### config.mk
export PLATFORM = sky130hd
export DESIGN_NAME = stream_demux
export DESIGN_NICKNAME = d
export VERILOG_FILES = /design/src/rtl/stream_demux.sv
export SDC_FILE = /design/constraint.sdc
export NUM_CORES = 1
export LEC_CHECK = 0
export ABC_AREA = 1
export CELL_PAD_IN_SITES_DETAIL_PLACEMENT = 1
export CELL_PAD_IN_SITES_GLOBAL_PLACEMENT = 2
export CORE_MARGIN = 8
export CORE_UTILIZATION = 31
export DETAILED_ROUTE_END_ITERATION = 8
export GPL_TIMING_DRIVEN = 0
export PLACE_DENSITY_LB_ADDON = 0.1
export REMOVE_ABC_BUFFERS = 1
export SLEW_MARGIN = 0
export SYNTH_ARGS = -nofsm -noshare
export SYNTH_HDL_FRONTEND = slang
export SYNTH_SLANG_ARGS = --single-unit
### constraint.sdc
create_clock -name clk_i -period 2.01 [get_ports clk_i]
set_clock_uncertainty 0.2 [all_clocks]
set_input_delay 0.201 -clock clk_i [delete_from_list [all_inputs] [get_ports clk_i]]
set_output_delay 0.201 -clock clk_i [all_outputs]
set_load 0.005 [all_outputs]
### src/rtl/stream_demux.sv
// 1-to-2 registered stream demultiplexer with a small FIFO per output channel.
// Optional STREAM_DEMUX_CNT_EN adds per-channel 16-bit pop counters.

module stream_demux_fifo #(
  parameter int unsigned WIDTH = 8,
  parameter int unsigned DEPTH = 2
) (
  input  logic             clk_i,
  input  logic             rst_ni,
  input  logic             push_i,
  input  logic [WIDTH-1:0] data_i,
  input  logic             ready_i,
  output logic             full_o,
  output logic             valid_o,
  output logic [WIDTH-1:0] data_o,
  output logic             pop_o
);
  localparam int unsigned PW = $clog2(DEPTH);
  localparam int unsigned CW = PW + 1;

  logic [WIDTH-1:0] mem_q [DEPTH];
  logic [PW-1:0]    wptr_q, wptr_d, rptr_q, rptr_d;
  logic [CW-1:0]    cnt_q, cnt_d;
  logic             valid_q, valid_d;
  logic [WIDTH-1:0] head_q, head_d;
  logic             pop;

  assign pop = valid_q & ready_i;

  // Head register is loaded from the post-edge memory image so the output never
  // depends combinationally on data_i and holds its last value when empty.
  always_comb begin
    wptr_d = wptr_q;
    rptr_d = rptr_q;
    cnt_d  = cnt_q;
    head_d = head_q;
    if (push_i) wptr_d = wptr_q + PW'(1);
    if (pop)    rptr_d = rptr_q + PW'(1);
    case ({push_i, pop})
      2'b10:   cnt_d = cnt_q + CW'(1);
      2'b01:   cnt_d = cnt_q - CW'(1);
      default: cnt_d = cnt_q;
    endcase
    valid_d = (cnt_d != '0);
    if (valid_d) begin
      head_d = (push_i && (wptr_q == rptr_d)) ? data_i : mem_q[rptr_d];
    end
  end

  always_ff @(posedge clk_i or negedge rst_ni) begin
    if (!rst_ni) begin
      wptr_q  <= '0;
      rptr_q  <= '0;
      cnt_q   <= '0;
      valid_q <= 1'b0;
      head_q  <= '0;
    end else begin
      wptr_q  <= wptr_d;
      rptr_q  <= rptr_d;
      cnt_q   <= cnt_d;
      valid_q <= valid_d;
      head_q  <= head_d;
    end
  end

  // Storage needs no reset: occupancy decides what is visible.
  always_ff @(posedge clk_i) begin
    if (push_i) mem_q[wptr_q] <= data_i;
  end

  assign full_o  = (cnt_q == CW'(DEPTH));
  assign valid_o = valid_q;
  assign data_o  = head_q;
  assign pop_o   = pop;
endmodule

module stream_demux #(
  parameter int unsigned WIDTH = 8,
  parameter int unsigned DEPTH = 2
) (
  input  logic             clk_i,
  input  logic             rst_ni,
  input  logic [WIDTH-1:0] data_i,
  input  logic             sel_i,
  input  logic             valid_i,
  output logic             ready_o,
  output logic [WIDTH-1:0] a_o,
  output logic             a_valid_o,
  input  logic             a_ready_i,
  output logic [WIDTH-1:0] b_o,
  output logic             b_valid_o,
  input  logic             b_ready_i
`ifdef STREAM_DEMUX_CNT_EN
  ,
  output logic [15:0]      cnt_a_o,
  output logic [15:0]      cnt_b_o
`endif
);
  logic full_a, full_b;
  logic push_a, push_b;
  logic pop_a, pop_b;
  logic accept;

  // No full-bypass: a pop in the same cycle does not reopen a full channel.
  assign ready_o = sel_i ? !full_b : !full_a;
  assign accept  = valid_i & ready_o;
  assign push_a  = accept & ~sel_i;
  assign push_b  = accept & sel_i;

  stream_demux_fifo #(.WIDTH(WIDTH), .DEPTH(DEPTH)) u_fifo_a (
    .clk_i   (clk_i),
    .rst_ni  (rst_ni),
    .push_i  (push_a),
    .data_i  (data_i),
    .ready_i (a_ready_i),
    .full_o  (full_a),
    .valid_o (a_valid_o),
    .data_o  (a_o),
    .pop_o   (pop_a)
  );

  stream_demux_fifo #(.WIDTH(WIDTH), .DEPTH(DEPTH)) u_fifo_b (
    .clk_i   (clk_i),
    .rst_ni  (rst_ni),
    .push_i  (push_b),
    .data_i  (data_i),
    .ready_i (b_ready_i),
    .full_o  (full_b),
    .valid_o (b_valid_o),
    .data_o  (b_o),
    .pop_o   (pop_b)
  );

`ifdef STREAM_DEMUX_CNT_EN
  logic [15:0] cnt_a_q, cnt_b_q;

  always_ff @(posedge clk_i or negedge rst_ni) begin
    if (!rst_ni) begin
      cnt_a_q <= '0;
      cnt_b_q <= '0;
    end else begin
      if (pop_a) cnt_a_q <= cnt_a_q + 16'd1;
      if (pop_b) cnt_b_q <= cnt_b_q + 16'd1;
    end
  end

  assign cnt_a_o = cnt_a_q;
  assign cnt_b_o = cnt_b_q;
`else
  logic unused_pops;
  assign unused_pops = pop_a ^ pop_b;
`endif
endmodule
**Yosys cells after proc, flatten, opt, wreduce, memory -nomap -nowiden**

Memories as Yosys holds them, arrays and structs flattened. A register that Yosys moved wholly into a read port is not among the register bits.
Cells that the tools add are included.

- Equality and inequality tests: 6
- Multiplexer cells: 9
- Reductions and logical operators: 6
- Bitwise logic cells: 6
- Add/sub/neg operators: 8

Operator list:

| cell | number |
|---|---|
| == test 2 bit, second input constant | 4 |
| case mux 2 bit (2 select lines) | 2 |
| two-way mux 1 bit | 7 |
| AND 1 bit | 5 |
| adder 1 bit, second input constant | 4 |
| adder 2 x 1 -> 2 bit, second input constant | 2 |
| == test 2 x 1 -> 1 bit, second input constant | 2 |
| logical NOT 1 bit | 4 |
| nonzero test 2 bit | 2 |
| subtractor 2 x 1 -> 2 bit, second input constant | 2 |
| NOT 1 bit | 1 |

- Input port bits: 14
- Logic and storage cells: 45
- Output and inout bits: 19
- Memories kept: 2
- Bits in registers: 10
- RAM bits: 32

Memory list:

| memory | words | bits a word | read ports | clocked after Yosys merged registers in | write ports | line | RTL |
|---|---|---|---|---|---|---|---|
| u_fifo_a.mem_q | 2 | 8 | 1 | 1 | 1 | 21 | `logic [WIDTH-1:0] mem_q [DEPTH];` |
| u_fifo_b.mem_q | 2 | 8 | 1 | 1 | 1 | 21 |  |

**Longest topological paths before layout**

Gate-level depths: netlist (run 1).

- Word-level depth: 8
- Gate-level depth with buffers: 11
- Gate-level depth less buffers: 11

**Modules after synthesis**

Synthesis (run 1) repeated with hierarchy kept, for this count alone.

- Cells, all modules: 277
- Area total of the unflattened synthesis: 2785.2 um^2

Modules (own cells, without submodules):

| module | sequential area each (um^2) | cells an instance | area an instance (um^2) | times used |
|---|---|---|---|---|
| stream_demux_fifo at u_fifo_b | 805.8 | 134 | 1385.1 | 1 |
| stream_demux_fifo at u_fifo_a | 805.8 | 134 | 1361.3 | 1 |
| stream_demux | 0.0 | 9 | 38.8 | 1 |

**Least setup slack after synthesis (run 1)**

No wires, ideal clock.

- Kind: reg2reg
- Start: register u_fifo_a.cnt_q[0]
- End: register u_fifo_a.head_q[0], in the netlist u_fifo_a.data_o[0] (read register of u_fifo_a.mem_q)
- Arrival: 1.619 ns
- Setup slack: 0.073 ns
- Data required time: 1.692 ns
- Setup time: 0.118 ns
- Stages on the path, launching flop included: 9
- Path buffers: 0
- Period minus slack after synthesis: 1.937 ns
- Cells stage by stage: dfrtp_1 > o211ai_2 > ha_1 > inv_1 > nand4_2 > nand3_4 > clkinv_8 > nand2_2 > nand2_1

- Word-level cells in the longest chain between the ends: 8
- Elaborated cells between the ends (all ways): 11
- Classes of those cells: add/sub: 2; eq/ne: 3; mux: 2; bitwise: 2; reduce/logical: 2

RTL lines:

| item | line | RTL |
|---|---|---|
| start, declared | 23 | `logic [CW-1:0] cnt_q, cnt_d;` |
| start signal, assigned | 60 | `cnt_q <= cnt_d;` |
| == test 2 bit | 71 | `assign full_o = (cnt_q == CW'(DEPTH));` |
| logical NOT 1 bit | 105 | `assign ready_o = sel_i ? !full_b : !full_a;` |
| two-way mux 1 bit | 105 |  |
| AND 1 bit | 106 | `assign accept = valid_i & ready_o;` |
| AND 1 bit | 107 | `assign push_a = accept & ~sel_i;` |
| == test 2 x 1 -> 1 bit / == test 2 bit (equally long branches) | 39 | `case ({push_i, pop})` |
| case mux 2 bit (2 select lines) (*) | 39 |  |
| nonzero test 2 bit (*) | 44 | `valid_d = (cnt_d != '0);` |
| net u_fifo_a.valid_d | 24 | `logic valid_q, valid_d;` |
| end, declared | 25 | `logic [WIDTH-1:0] head_q, head_d;` |

Mark *: on every way through the listed nets, which the timed path passes. The rest lies on a longest branch.
A chain may end at the register's enable or synchronous reset.

**Final worst setup path (run 1)**

- Start: register u_fifo_a.cnt_q[1]
- End: register u_fifo_a.head_q[2], in the netlist u_fifo_a.data_o[2] (read register of u_fifo_a.mem_q)

- Word-level cells in the longest chain between the ends: 8
- Elaborated cells between the ends (all ways): 11
- Classes of those cells: add/sub: 2; eq/ne: 3; mux: 2; bitwise: 2; reduce/logical: 2

RTL lines:

| item | line |
|---|---|
| == test 2 bit | 71 |
| logical NOT 1 bit | 105 |
| two-way mux 1 bit | 105 |
| AND 1 bit | 106 |
| AND 1 bit | 107 |
| == test 2 x 1 -> 1 bit / == test 2 bit (equally long branches) | 39 |
| case mux 2 bit (2 select lines) (*) | 39 |
| nonzero test 2 bit (*) | 44 |

Mark *: on every way between the ends. The rest lies on a longest branch, timed or not.

==> insert_results.sql, run 1 <==
INSERT INTO impl_metrics (metric_group, metric, value, unit) VALUES
('setup_path', 'crit_path_max_fanout', '8', ''),
('synth', 'synth_seq_area_share', '61.3', '%'),
('placed_design', 'post-dp-hpwl', '4.44', 'mm'),
('route', 'detail_route.vias_per_cell', '4.58', ''),
('hold_path', 'min-delay-path-class', 'in -> async', ''),
('final_layout', 'nFillCells', '945', ''),
('sta', 'max_freq', '0.515', 'GHz'),
('clock_network', 'clockRootBuffer', 'sky130_fd_sc_hd__clkbuf_8', ''),
('clock_network', 'tritoncts', 'built', ''),
('final_layout', 'most-common-layout-cells', '66 x sky130_fd_sc_hd__nand2_1, 37 x sky130_fd_sc_hd__inv_1, 36 x sky130_fd_sc_hd__nand3_1', ''),
('global_routing', 'grt_pass1_wl', '10.6', 'mm'),
('clock_network', 'clock_tree.htree_level_count', '3', ''),
('floorplanning', 'design.portCount', '33', ''),
('route', 'detail-route-antenna-nets', '0', ''),
('final_layout', 'final_layout_size_suffix_gt1_share', '22.1', '%'),
('sta', 'timing.max_slew.rel_slack', '53.3', '%'),
('route', 'dr_total_vias', '1976', ''),
('global_routing', 'grt_antenna_before_repair', '0', ''),
('synth', 'synth.largest_area_cell', 'sky130_fd_sc_hd__edfxtp_1', ''),
('floorplanning', 'placeableCoreArea', '8220', 'µm²'),
('sta', 'totalNegativeSetupSlack', '0', 'ns'),
('setup_path', 'timing.critical_path.cells', 'inv_2 -> o211ai_4 -> ha_4 -> or2_4 -> nand3_2 -> nand2_4 -> nand3_4 -> clkinv_8 -> nand2_2 -> nand2_1', ''),
('sta', 'period_share', '96.6', '%'),
('pwr', 'leakage', '1.55', 'nW'),
('sta', 'period_minus_slack', '1.94', 'ns'),
('outcome', 'status', 'complete, no violations', ''),
('pwr', 'sw_frac_of_total', '41.1', '%'),
('route', 'drt_wl_total', '6.78', 'mm'),
('synth', 'yosys-top-cells-area', 'sky130_fd_sc_hd__edfxtp_1 37%, sky130_fd_sc_hd__dfrtp_1 25%, sky130_fd_sc_hd__nand2_1 9.9%', ''),
('placed_design', 'placedCellCount', '400', ''),
('pwr', 'fraction_of_power_consumed_by_sequential_logic', '32.8', '%'),
('synth', 'netlist_instances', '265', ''),
('synth', 'ys_warn_count', '0', ''),
('placed_design', 'place_area', '3070', 'µm²'),
('sta', 'timing.hold.ws', '0.239', 'ns'),
('synth', 'syn-mean-instance-area', '9.92', 'µm²'),
('route', 'drc', '0', ''),
('pwr', 'max-vdd-ir-drop', '0.789', 'mV'),
('route', 'route.layer.met1.wl', '3.12', 'mm'),
('synth', 'async_reset_ff_share', '44.8', '%'),
('setup_path', 'required', '2.03', 'ns'),
('setup_path', 'crit_path_top_delay_cell', 'sky130_fd_sc_hd__dfrtp_1', ''),
('setup_path', 'timing_worst_setup_path_type', 'reg -> reg', ''),
('route', 'uppermost_layer_routed', 'met4', ''),
('sta', 'final-max-slew-violation-count', '0', ''),
('floorplanning', 'fp.dieW', '108', 'µm'),
('setup_path', 'cpPeakStageDelay', '0.42', 'ns'),
('floorplanning', 'start_util', '32.0', '%'),
('job', 'count_of_maximum_capacitance_violations', '0', ''),
('placed_design', 'io_buffer_count', '32', ''),
('final_layout', 'final_cells', '431', ''),
('synth', 'synthDominantCellAreaShare', '36.6', '%'),
('sta', 'hold_fails_final_rpt', '0', ''),
('route', 'first_pass_iters', '4', ''),
('synth', 'ys_seq_elements', '58', ''),
('final_layout', 'layout_commonest_cell', 'sky130_fd_sc_hd__nand2_1', ''),
('synth', 'synthesis.area', '2630', 'µm²'),
('synth', 'number_of_enable_flip_flop_cells_after_synthesis', '32', ''),
('clock_network', 'cts_num_sinks', '58', ''),
('pwr', 'p_switching', '2.35', 'mW'),
('global_routing', 'grt_util_all_layers', '12.2', '%'),
('setup_path', 'crit_family', 'simple AND/OR/NAND/NOR gates', ''),
('final_layout', 'finalNetCount', '337', ''),
('clock_network', 'clk_latency', '0.33', 'ns'),
('sta', 'setup_violations', '0', ''),
('sta', 'rsz0062_at_grt', 'true', ''),
('pwr', 'cellPowerDensity', '1620', 'nW/µm²'),
('setup_path', 'rr_startpoint', 'u_fifo_a.cnt_q[1]', ''),
('pwr', 'share_clk_of_total_power', '16.9', '%'),
('pwr', 'power_frac_comb', '50.4', '%'),
('clock_network', 'clkSlewWorstSetupHoldPaths', '0.07', 'ns');
==> repair_timing <==
item | CTS | global route
setup buffers | 7 | 5
gates cloned | 1 | 1
resized for setup | 13 | 17
endpoints found under the setup margin | 18 | 43
pin swaps | 4 | 3
hold buffers | 0 | 1
endpoints found under the hold margin | 0 | 26
==> Yosys cell counts, types with 2 or more instances <==
library cell / number
sky130_fd_sc_hd__edfxtp_1: 32
sky130_fd_sc_hd__nand2_1: 69
sky130_fd_sc_hd__o21ai_1: 9
sky130_fd_sc_hd__nand3_2: 2
sky130_fd_sc_hd__xor2_1: 3
sky130_fd_sc_hd__nand2_2: 15
sky130_fd_sc_hd__nand3_4: 2
sky130_fd_sc_hd__dfrtp_1: 26
sky130_fd_sc_hd__nor2_1: 5
sky130_fd_sc_hd__inv_1: 39
sky130_fd_sc_hd__inv_2: 3
sky130_fd_sc_hd__nand3_1: 41
sky130_fd_sc_hd__o21ai_0: 8
sky130_fd_sc_hd__ha_1: 2
==> logic make-up (layout without fill, tap and decap cells) <==
kind of cell,count (synthesis),count (layout),synth area share [%]
and+or+nand+nor,138,140,25.3
buffers and inverters,45,104,7.09
AOI/OAI and AO/OA,18,18,3.71
DFF,58,58,61.3
xor gates and xnor gates,4,4,1.62
adders and majority gates,2,2,0.952
==> cell type report <==
type                       count  area (µm²)  share of cell area (%)
inverter                      43         181                    5.15
clock buffer                  13         159                    4.51
clock inverter                 3        13.8                   0.391
timing repair buffer          45         430                    12.2
sequential                    58        1610                    45.8
multi-input combinational    164         991                    28.2
tap                          105         131                    3.73
==> registers in the layout, summed over array words and instances (netlist names), 2 cells and up <==
signal,count
u_fifo_a.data_o,8
u_fifo_b.mem_q,16
u_fifo_b.data_o,8
u_fifo_a.cnt_q,2
u_fifo_b.cnt_q,2
u_fifo_a.mem_q,16
==> worst paths after layout <==
| path | to | cells past startpoint | slack [ns] |
|---|---|---|---|
| max | u_fifo_a.data_o[2] | 10 | 0.07 |
| min | u_fifo_a.data_o[4] | 2 | 0.24 |
| max reg2reg | u_fifo_a.data_o[2] | 10 | 0.07 |
| min reg2reg | u_fifo_b.data_o[5] | 2 | 0.28 |
| max in group asynchronous | u_fifo_a.cnt_q[0] | 2 | 0.90 |
| min in group clk_i | u_fifo_b.data_o[5] | 2 | 0.28 |
==> power by group through the flow <==
stage / clock [mW] / sequential, mW / combinational [mW]
after global routing: 1.04 / 1.92 / 3.19
after detailed placement: 0 / 1.88 / 2.33
after global placement: 0 / 1.87 / 2.30
after CTS: 0.993 / 1.87 / 2.60
after floorplan: 0 / 1.87 / 1.42
final: 0.961 / 1.87 / 2.87
==> routing by layer <==
layer	global-route usage [%]	up-vias
li1	-	987
met4	4.76	0
met5	0	-
met2	19.6	27
met3	3.81	5
met1	15.0	957
Note: power is estimated with default switching activity, not from simulation.
==> run 2: changes to the inputs <==
--- a/config.mk
+++ b/config.mk
@@ -9,12 +9,12 @@
 export CELL_PAD_IN_SITES_DETAIL_PLACEMENT = 1
 export CELL_PAD_IN_SITES_GLOBAL_PLACEMENT = 2
 export CORE_MARGIN = 8
-export CORE_UTILIZATION = 31
+export CORE_UTILIZATION = 32
 export DETAILED_ROUTE_END_ITERATION = 8
-export GPL_TIMING_DRIVEN = 0
 export PLACE_DENSITY_LB_ADDON = 0.1
 export REMOVE_ABC_BUFFERS = 1
 export SLEW_MARGIN = 0
 export SYNTH_ARGS = -nofsm -noshare
 export SYNTH_HDL_FRONTEND = slang
+export SYNTH_HIERARCHICAL = 1
 export SYNTH_SLANG_ARGS = --single-unit
==> insert_results.sql, run 2 <==
INSERT INTO impl_metrics (metric_group, metric, value, unit) VALUES
('job', 'count_of_maximum_capacitance_violations', '0', ''),
('pwr', 'max-vdd-ir-drop', '0.678', 'mV'),
('final_layout', 'ff_latch_area', '1610', 'µm²'),
('outcome', 'status', 'finished with violations', ''),
('synth', 'ys_seq_elements', '58', ''),
('global_routing', 'busiest_layer', 'met2', ''),
('global_routing', 'grt_util_all_layers', '12.6', '%'),
('synth', 'synthesis.area', '2790', 'µm²'),
('final_layout', 'layout-area-overhead-vs-synth', '40.3', '%'),
('route', 'detail_route.vias_per_cell', '4.64', ''),
('outcome', 'violations', 'setup timing', ''),
('final_layout', 'non_filler_cell_area_final', '3910', 'µm²'),
('setup_path', 'crit_path_top_delay_cell', 'sky130_fd_sc_hd__dfrtp_1', ''),
('synth', 'ys_warn_count', '6', ''),
('global_routing', 'maximum_number_of_pins_on_one_net_before_global_route_repair', '27', ''),
('route', 'first_pass_iters', '4', ''),
('clock_network', 'tritoncts', 'built', ''),
('final_layout', 'nFillCells', '954', ''),
('route', 'wire_per_inst', '14.7', 'µm'),
('floorplanning', 'design.portCount', '33', ''),
('placed_design', 'io_buffer_count', '32', ''),
('setup_path', 'worstSetupPathDepth', '11', ''),
('synth', 'syn-mean-instance-area', '10.1', 'µm²'),
('pwr', 'leakage', '1.77', 'nW'),
('synth', 'synth_flop_cell', 'sky130_fd_sc_hd__edfxtp_1', ''),
('global_routing', 'grt_antenna_before_repair', '0', ''),
('synth', 'synth.largest_area_cell', 'sky130_fd_sc_hd__edfxtp_1', ''),
('clock_network', 'cts-buffers-inserted', '9', ''),
('synth', 'synthMostInstantiatedCell', 'sky130_fd_sc_hd__nand2_1', ''),
('route', 'detail-route-antenna-nets', '0', ''),
('setup_path', 'crit_family', 'simple AND/OR/NAND/NOR gates', ''),
('route', 'drt_first_iter_violations', '70', ''),
('global_routing', 'overflow', '0', ''),
('placed_design', 'gp_congestion', '0.701', ''),
('global_routing', 'globalRouteMet1Util', '16.5', '%'),
('floorplanning', 'floorplan.rows', '34', ''),
('final_layout', 'layout_top_registers', 'u_fifo_a/mem_q x16, u_fifo_b/mem_q x16', ''),
('global_routing', 'met2_global_route_usage', '19.5', '%'),
('sta', 'rsz0062_at_grt', 'true', ''),
('floorplanning', 'start_util', '32.4', '%'),
('sta', 'hold_fails_final_rpt', '0', ''),
('final_layout', 'layout_commonest_cell', 'sky130_fd_sc_hd__nand2_1', ''),
('clock_network', 'clock_tree.htree_level_count', '3', ''),
('floorplanning', 'die_height', '109', 'µm'),
('sta', 'setup_ws', '-0.0327', 'ns'),
('synth', 'synth_seq_area_share', '57.9', '%'),
('setup_path', 'ff2ff_setup_slack', '-0.03', 'ns'),
('setup_path', 'crit_arrival', '2.07', 'ns'),
('global_routing', 'use_met3', '2.58', '%'),
('global_routing', 'grt_pass1_vias', '2321', ''),
('final_layout', 'finalNetCount', '373', ''),
('setup_path', 'worst_path_most_repeated_cell', 'sky130_fd_sc_hd__inv_2', ''),
('setup_path', 'required', '2.04', 'ns'),
('placed_design', 'pre_cts_ws', '-0.315', 'ns'),
('sta', 'setup_violations', '10', ''),
('setup_path', 'timing.critical_path.cells', 'inv_2 -> nor2_1 -> inv_1 -> nand2_2 -> nor2_4 -> inv_2 -> ha_4 -> xor2_4 -> nand3_4 -> nand3_1 -> nand2_1', ''),
('sta', 'pin_slew_with_the_least_headroom_to_its_limit', '0.366', 'ns'),
('placed_design', 'post-dp-hpwl', '4.73', 'mm'),
('setup_path', 'critical_path.startpoint_type', 'register', ''),
('setup_path', 'worst_setup_path_end_kind', 'register', ''),
('setup_path', 'rr_worst_depth', '11', ''),
('route', 'drt_wl_total', '6.91', 'mm'),
('floorplanning', 'placeableCoreArea', '8590', 'µm²'),
('clock_network', 'clockBufferDepth', '2', ''),
('synth', 'yosys-top-cells-area', 'sky130_fd_sc_hd__edfxtp_1 35%, sky130_fd_sc_hd__dfrtp_1 23%, sky130_fd_sc_hd__nand2_1 10%', ''),
('sta', 'max_freq', '0.490', 'GHz'),
('synth', 'number_of_enable_flip_flop_cells_after_synthesis', '32', ''),
('sta', 'timing.max_slew.rel_slack', '75.6', '%'),
('clock_network', 'clkSlewWorstSetupHoldPaths', '0.07', 'ns'),
('sta', 'timing.hold.ws', '0.0519', 'ns'),
('hold_path', 'min-delay-path-class', 'in -> async', ''),
('floorplanning', 'fp.dieW', '109', 'µm'),
('sta', 'period_share', '102', '%'),
('final_layout', 'multi_input_area', '1130', 'µm²'),
('route', 'drc', '0', ''),
('route', 'dr_total_vias', '2182', ''),
('global_routing', 'grt_pass1_wl', '11.5', 'mm'),
('setup_path', 'crit_path_max_fanout', '5', ''),
('synth', 'count_of_distinct_cell_types_in_the_synthesized_netlist', '23', ''),
('setup_path', 'timing_worst_setup_path_type', 'reg -> reg', ''),
('synth', 'synthDominantCellAreaShare', '34.5', '%'),
('synth', 'top_cells_by_count_synth', '74 x sky130_fd_sc_hd__nand2_1, 50 x sky130_fd_sc_hd__inv_1, 32 x sky130_fd_sc_hd__edfxtp_1', ''),
('sta', 'totalNegativeSetupSlack', '-0.228', 'ns'),
('sta', 'final-max-slew-violation-count', '0', ''),
('final_layout', 'most-common-layout-cells', '66 x sky130_fd_sc_hd__nand2_1, 44 x sky130_fd_sc_hd__inv_1, 33 x sky130_fd_sc_hd__buf_4', ''),
('clock_network', 'cts_num_sinks', '58', ''),
('final_layout', 'final_layout_size_suffix_gt1_share', '33.7', '%'),
('sta', 'period_minus_slack', '2.04', 'ns'),
('final_layout', 'antenna_cells_inserted', '0', ''),
('pwr', 'cellPowerDensity', '1580', 'nW/µm²'),
('clock_network', 'clk_latency', '0.33', 'ns'),
('floorplanning', 'design.die.area', '11900', 'µm²'),
('synth', 'async_reset_ff_share', '44.8', '%'),
('setup_path', 'cpPeakStageDelay', '0.39', 'ns'),
('setup_path', 'cp_num_buf_inv', '3', ''),
('placed_design', 'place_area', '3430', 'µm²'),
('synth', 'netlist_instances', '277', ''),
('clock_network', 'clockRootBuffer', 'sky130_fd_sc_hd__clkbuf_8', '');
==> run 2: cell types whose count changed after synthesis, moves of 2 or more <==
cell	change
sky130_fd_sc_hd__clkinv_4	+2
sky130_fd_sc_hd__inv_1	+11
sky130_fd_sc_hd__nand2_1	+5
sky130_fd_sc_hd__nand4_1	+16
sky130_fd_sc_hd__inv_2	-2
sky130_fd_sc_hd__buf_6	+2
sky130_fd_sc_hd__nand3_2	+5
sky130_fd_sc_hd__nand2_4	+2
sky130_fd_sc_hd__o21ai_1	-7
sky130_fd_sc_hd__o21ai_0	-8
sky130_fd_sc_hd__nand3_1	-22
sky130_fd_sc_hd__nand2_2	-8
sky130_fd_sc_hd__nand3_4	+2
sky130_fd_sc_hd__o21ai_2	+14
==> run 2: layer usage <==
metal / part of all wire, % / wire (µm) / vias up
met5: 0 / 0 / -
met4: 1.8 / 125 / 0
met3: 2.5 / 176 / 10
met2: 48 / 3300 / 25
met1: 48 / 3300 / 1077
li1: - / - / 1070
==> run 2: stage by stage <==
stage                     util (%)  power [mW]  instances
after floorplan                  -        3.39        273
after global placement        39.9        4.52        439
after detailed placement      39.9        4.58        439
after CTS                     44.2        6.00        464
after global routing          45.5        6.66        470
final                         45.5        6.19        470
==> run 2: cells by family (layout without fill, tap and decap cells) <==
| family | after synthesis | after routing | share of synthesized area [%] |
|---|---|---|---|
| AO/OA/AOI/OAI | 16 | 16 | 4.76 |
| adder cells (fa/ha/maj) | 2 | 2 | 0.898 |
| AND/OR/NAND/NOR | 139 | 141 | 26.4 |
| XOR/XNOR | 4 | 4 | 1.26 |
| flip-flops | 58 | 58 | 57.9 |
| buffers and inverters | 58 | 141 | 8.80 |
==> run 2: repair_timing <==
action                                  4_1_cts  5_1_grt
endpoints found under the setup margin       19       19
buffers inserted                              7        6
pin swaps                                     5       17
hold buffers                                  0        0
cloned                                        2        0
resized for setup                            25       22
==> run 2: cell type report <==
type | instances | share of cell area [%]
multi-input combinational | 163 | 28.9
sequential | 58 | 41.3
inverter | 54 | 5.57
timing repair buffer | 71 | 16.7
clock buffer | 12 | 3.72
tap | 108 | 3.46
clock inverter | 4 | 0.448
==> run 2: path summary, 6_finish.rpt <==
kind	start	end
min reg2reg	u_fifo_b/data_o[6]	u_fifo_b/data_o[6]
min	rst_ni	u_fifo_a/data_o[4]
max	u_fifo_b/cnt_q[1]	u_fifo_b/data_o[1]
min in group clk_i	u_fifo_b/data_o[6]	u_fifo_b/data_o[6]
max in group asynchronous	rst_ni	u_fifo_b/data_o[5]
max reg2reg	u_fifo_b/cnt_q[1]	u_fifo_b/data_o[1]
==> run 2: report_power, final <==
part | leakage (nW) | internal, mW | switching, mW
registers | 0.597 | 1.65 | 0.224
clock network | 0.0852 | 0.469 | 0.462
logic | 1.09 | 1.55 | 1.83
total | 1.77 | 3.67 | 2.52
==> run 3: changes to the inputs <==
--- a/config.mk
+++ b/config.mk
@@ -11,7 +11,7 @@
 export CORE_MARGIN = 8
 export CORE_UTILIZATION = 32
 export DETAILED_ROUTE_END_ITERATION = 8
-export PLACE_DENSITY_LB_ADDON = 0.1
+export PLACE_DENSITY = 0.79
 export REMOVE_ABC_BUFFERS = 1
 export SLEW_MARGIN = 0
 export SYNTH_ARGS = -nofsm -noshare
==> insert_results.sql, run 3 (same netlist as run 2, synthesis figures left out) <==
INSERT INTO impl_metrics (metric_group, metric, value, unit) VALUES
('clock_network', 'clockBufferDepth', '2', ''),
('final_layout', 'final_cells', '469', ''),
('sta', 'setup_ws', '-0.0581', 'ns'),
('clock_network', 'clockRootBuffer', 'sky130_fd_sc_hd__clkbuf_8', ''),
('floorplanning', 'design.die.area', '11900', 'µm²'),
('floorplanning', 'fp.dieW', '109', 'µm'),
('final_layout', 'layout_commonest_cell', 'sky130_fd_sc_hd__nand2_1', ''),
('placed_design', 'io_buffer_count', '32', ''),
('sta', 'setup_violations', '16', ''),
('clock_network', 'post_cts_hold_buffer_count', '0', ''),
('route', 'drc', '0', ''),
('global_routing', 'grt_pass1_vias', '2388', ''),
('pwr', 'leakage', '1.82', 'nW'),
('clock_network', 'cts-buffers-inserted', '9', ''),
('global_routing', 'grt_antenna_before_repair', '0', ''),
('global_routing', 'grt_util_all_layers', '12.8', '%'),
('setup_path', 'timing_worst_setup_path_type', 'reg -> reg', ''),
('route', 'dr_total_vias', '2242', ''),
('clock_network', 'tritoncts', 'built', ''),
('setup_path', 'crit_arrival', '2.14', 'ns'),
('sta', 'hold_fails_final_rpt', '0', ''),
('sta', 'period_share', '103', '%'),
('final_layout', 'final_layout_size_suffix_gt1_share', '40.2', '%'),
('pwr', 'max-vdd-ir-drop', '0.825', 'mV'),
('placed_design', 'place_area', '3390', 'µm²'),
('placed_design', 'post-dp-hpwl', '4.77', 'mm'),
('global_routing', 'maximum_number_of_pins_on_one_net_before_global_route_repair', '27', ''),
('sta', 'max_freq', '0.484', 'GHz'),
('global_routing', 'overflow', '0', ''),
('clock_network', 'clk_latency', '0.33', 'ns'),
('route', 'drt_wl_total', '7.21', 'mm'),
('floorplanning', 'placeableCoreArea', '8590', 'µm²'),
('sta', 'rsz0062_at_grt', 'true', ''),
('sta', 'period_minus_slack', '2.07', 'ns'),
('sta', 'final-max-slew-violation-count', '0', ''),
('route', 'wire_per_inst', '15.4', 'µm'),
('sta', 'totalNegativeSetupSlack', '-0.615', 'ns'),
('sta', 'timing.max_slew.rel_slack', '75.4', '%'),
('route', 'drt_first_iter_violations', '71', ''),
('outcome', 'violations', 'setup timing', ''),
('route', 'detail-route-antenna-nets', '0', ''),
('placed_design', 'placedCellCount', '436', ''),
('final_layout', 'antenna_cells_inserted', '0', ''),
('floorplanning', 'die_height', '109', 'µm'),
('floorplanning', 'start_util', '32.4', '%'),
('global_routing', 'grt_pass1_wl', '11.6', 'mm'),
('placed_design', 'gp_congestion', '0.760', ''),
('setup_path', 'crit_path_max_fanout', '8', ''),
('floorplanning', 'floorplan.rows', '34', ''),
('job', 'count_of_maximum_capacitance_violations', '0', ''),
('final_layout', 'most-common-layout-cells', '54 x sky130_fd_sc_hd__nand2_1, 44 x sky130_fd_sc_hd__inv_1, 33 x sky130_fd_sc_hd__buf_4', ''),
('route', 'first_pass_iters', '6', ''),
('sta', 'pin_slew_with_the_least_headroom_to_its_limit', '0.369', 'ns'),
('clock_network', 'cts_num_sinks', '58', ''),
('clock_network', 'clock_tree.htree_level_count', '3', ''),
('route', 'detail_route.vias_per_cell', '4.78', ''),
('setup_path', 'ff2ff_setup_slack', '-0.06', 'ns'),
('setup_path', 'worst_setup_path_end_kind', 'register', ''),
('setup_path', 'required', '2.08', 'ns'),
('setup_path', 'critical_path.startpoint_type', 'register', ''),
('outcome', 'status', 'finished with violations', ''),
('clock_network', 'clkSlewWorstSetupHoldPaths', '0.07', 'ns'),
('final_layout', 'non_filler_cell_area_final', '4020', 'µm²'),
('hold_path', 'min-delay-path-class', 'in -> async', ''),
('floorplanning', 'design.portCount', '33', ''),
('final_layout', 'layout-area-overhead-vs-synth', '44.2', '%'),
('final_layout', 'layout_top_registers', 'u_fifo_a/mem_q x16, u_fifo_b/mem_q x16', ''),
('pwr', 'cellPowerDensity', '1640', 'nW/µm²'),
('final_layout', 'finalNetCount', '372', '');
==> run 3: changes by cell type in the layout (fill, tap and decap cells not counted), moves of 3 or more <==
| cell | before | now |
|---|---|---|
| sky130_fd_sc_hd__clkbuf_8 | 10 | 13 |
| sky130_fd_sc_hd__buf_6 | 4 | 1 |
| sky130_fd_sc_hd__nand2_1 | 66 | 54 |
| sky130_fd_sc_hd__nand3_2 | 13 | 22 |
| sky130_fd_sc_hd__nand3_1 | 12 | 3 |
| sky130_fd_sc_hd__nand2_2 | 13 | 24 |
==> run 3: path summary, 6_finish.rpt <==
kind,cells after the start,from,endpoint
min in group clk_i,2,u_fifo_b/data_o[5],u_fifo_b/data_o[5]
hold / removal,2,rst_ni,u_fifo_b/cnt_q[1]
setup reg to reg,14,u_fifo_a/cnt_q[1],u_fifo_a/data_o[1]
setup / recovery,14,u_fifo_a/cnt_q[1],u_fifo_a/data_o[1]
max in group asynchronous,2,rst_ni,u_fifo_b/wptr_q
hold reg to reg,2,u_fifo_b/data_o[5],u_fifo_b/data_o[5]
==> run 3: final cells by class <==
cell class              instances  area [µm²]
well taps                     108         135
repair buffers                 70         654
flip-flops and latches         58        1610
fillers                       972        4580
clock inverters                 2        8.76
multi-input cells             163        1210
clock buffers                  14         183
inverters                      54         218
==> run 3: repair_timing <==
| item | CTS | global route |
|---|---|---|
| gates cloned | 2 | 0 |
| gates resized for setup | 47 | 22 |
| pin swaps | 17 | 20 |
| endpoints found under the setup margin | 19 | 17 |
| setup buffers | 9 | 6 |
==> run 3: routing by layer <==
| metal | GRT usage, % | vias up | wire length, µm |
|---|---|---|---|
| met3 | 2.23 | 12 | 204 |
| met1 | 15.4 | 1128 | 3100 |
| met4 | 6.36 | 0 | 162 |
| met5 | 0 | - | 0 |
| met2 | 21.9 | 37 | 3740 |
| li1 | - | 1065 | - |
==> run 3: critical path: stages, from the launching register on <==
cell	delay, ns
sky130_fd_sc_hd__dfrtp_1	0.40
sky130_fd_sc_hd__inv_2	0.07
sky130_fd_sc_hd__nor2_2	0.04
sky130_fd_sc_hd__inv_2	0.04
sky130_fd_sc_hd__nand2_2	0.06
sky130_fd_sc_hd__nor2_4	0.11
sky130_fd_sc_hd__inv_2	0.06
sky130_fd_sc_hd__ha_4	0.16
sky130_fd_sc_hd__or2_4	0.24
sky130_fd_sc_hd__nand4_1	0.11
sky130_fd_sc_hd__buf_6	0.13
sky130_fd_sc_hd__nand3_4	0.14
sky130_fd_sc_hd__inv_8	0.13
sky130_fd_sc_hd__nand2_2	0.05
sky130_fd_sc_hd__nand2_1	0.06
==> run 3: metrics by stage <==
step	total power, mW	worst slack (ns)	hold WS (ns)	util, %
final	6.57	-0.0581	0.0490	46.8
after floorplan	3.39	-0.417	-0.295	-
after CTS	6.31	-0.0456	0.0518	45.3
after global placement	4.43	-0.294	0.264	39.5
after detailed placement	4.54	-0.355	0.269	39.5
after global routing	7.06	-0.176	0.0992	46.8
==> run 3: power by group <==
part | switching, mW | internal (mW)
registers | 0.251 | 1.65
clock network | 0.453 | 0.577
logic | 1.97 | 1.67
total | 2.68 | 3.90
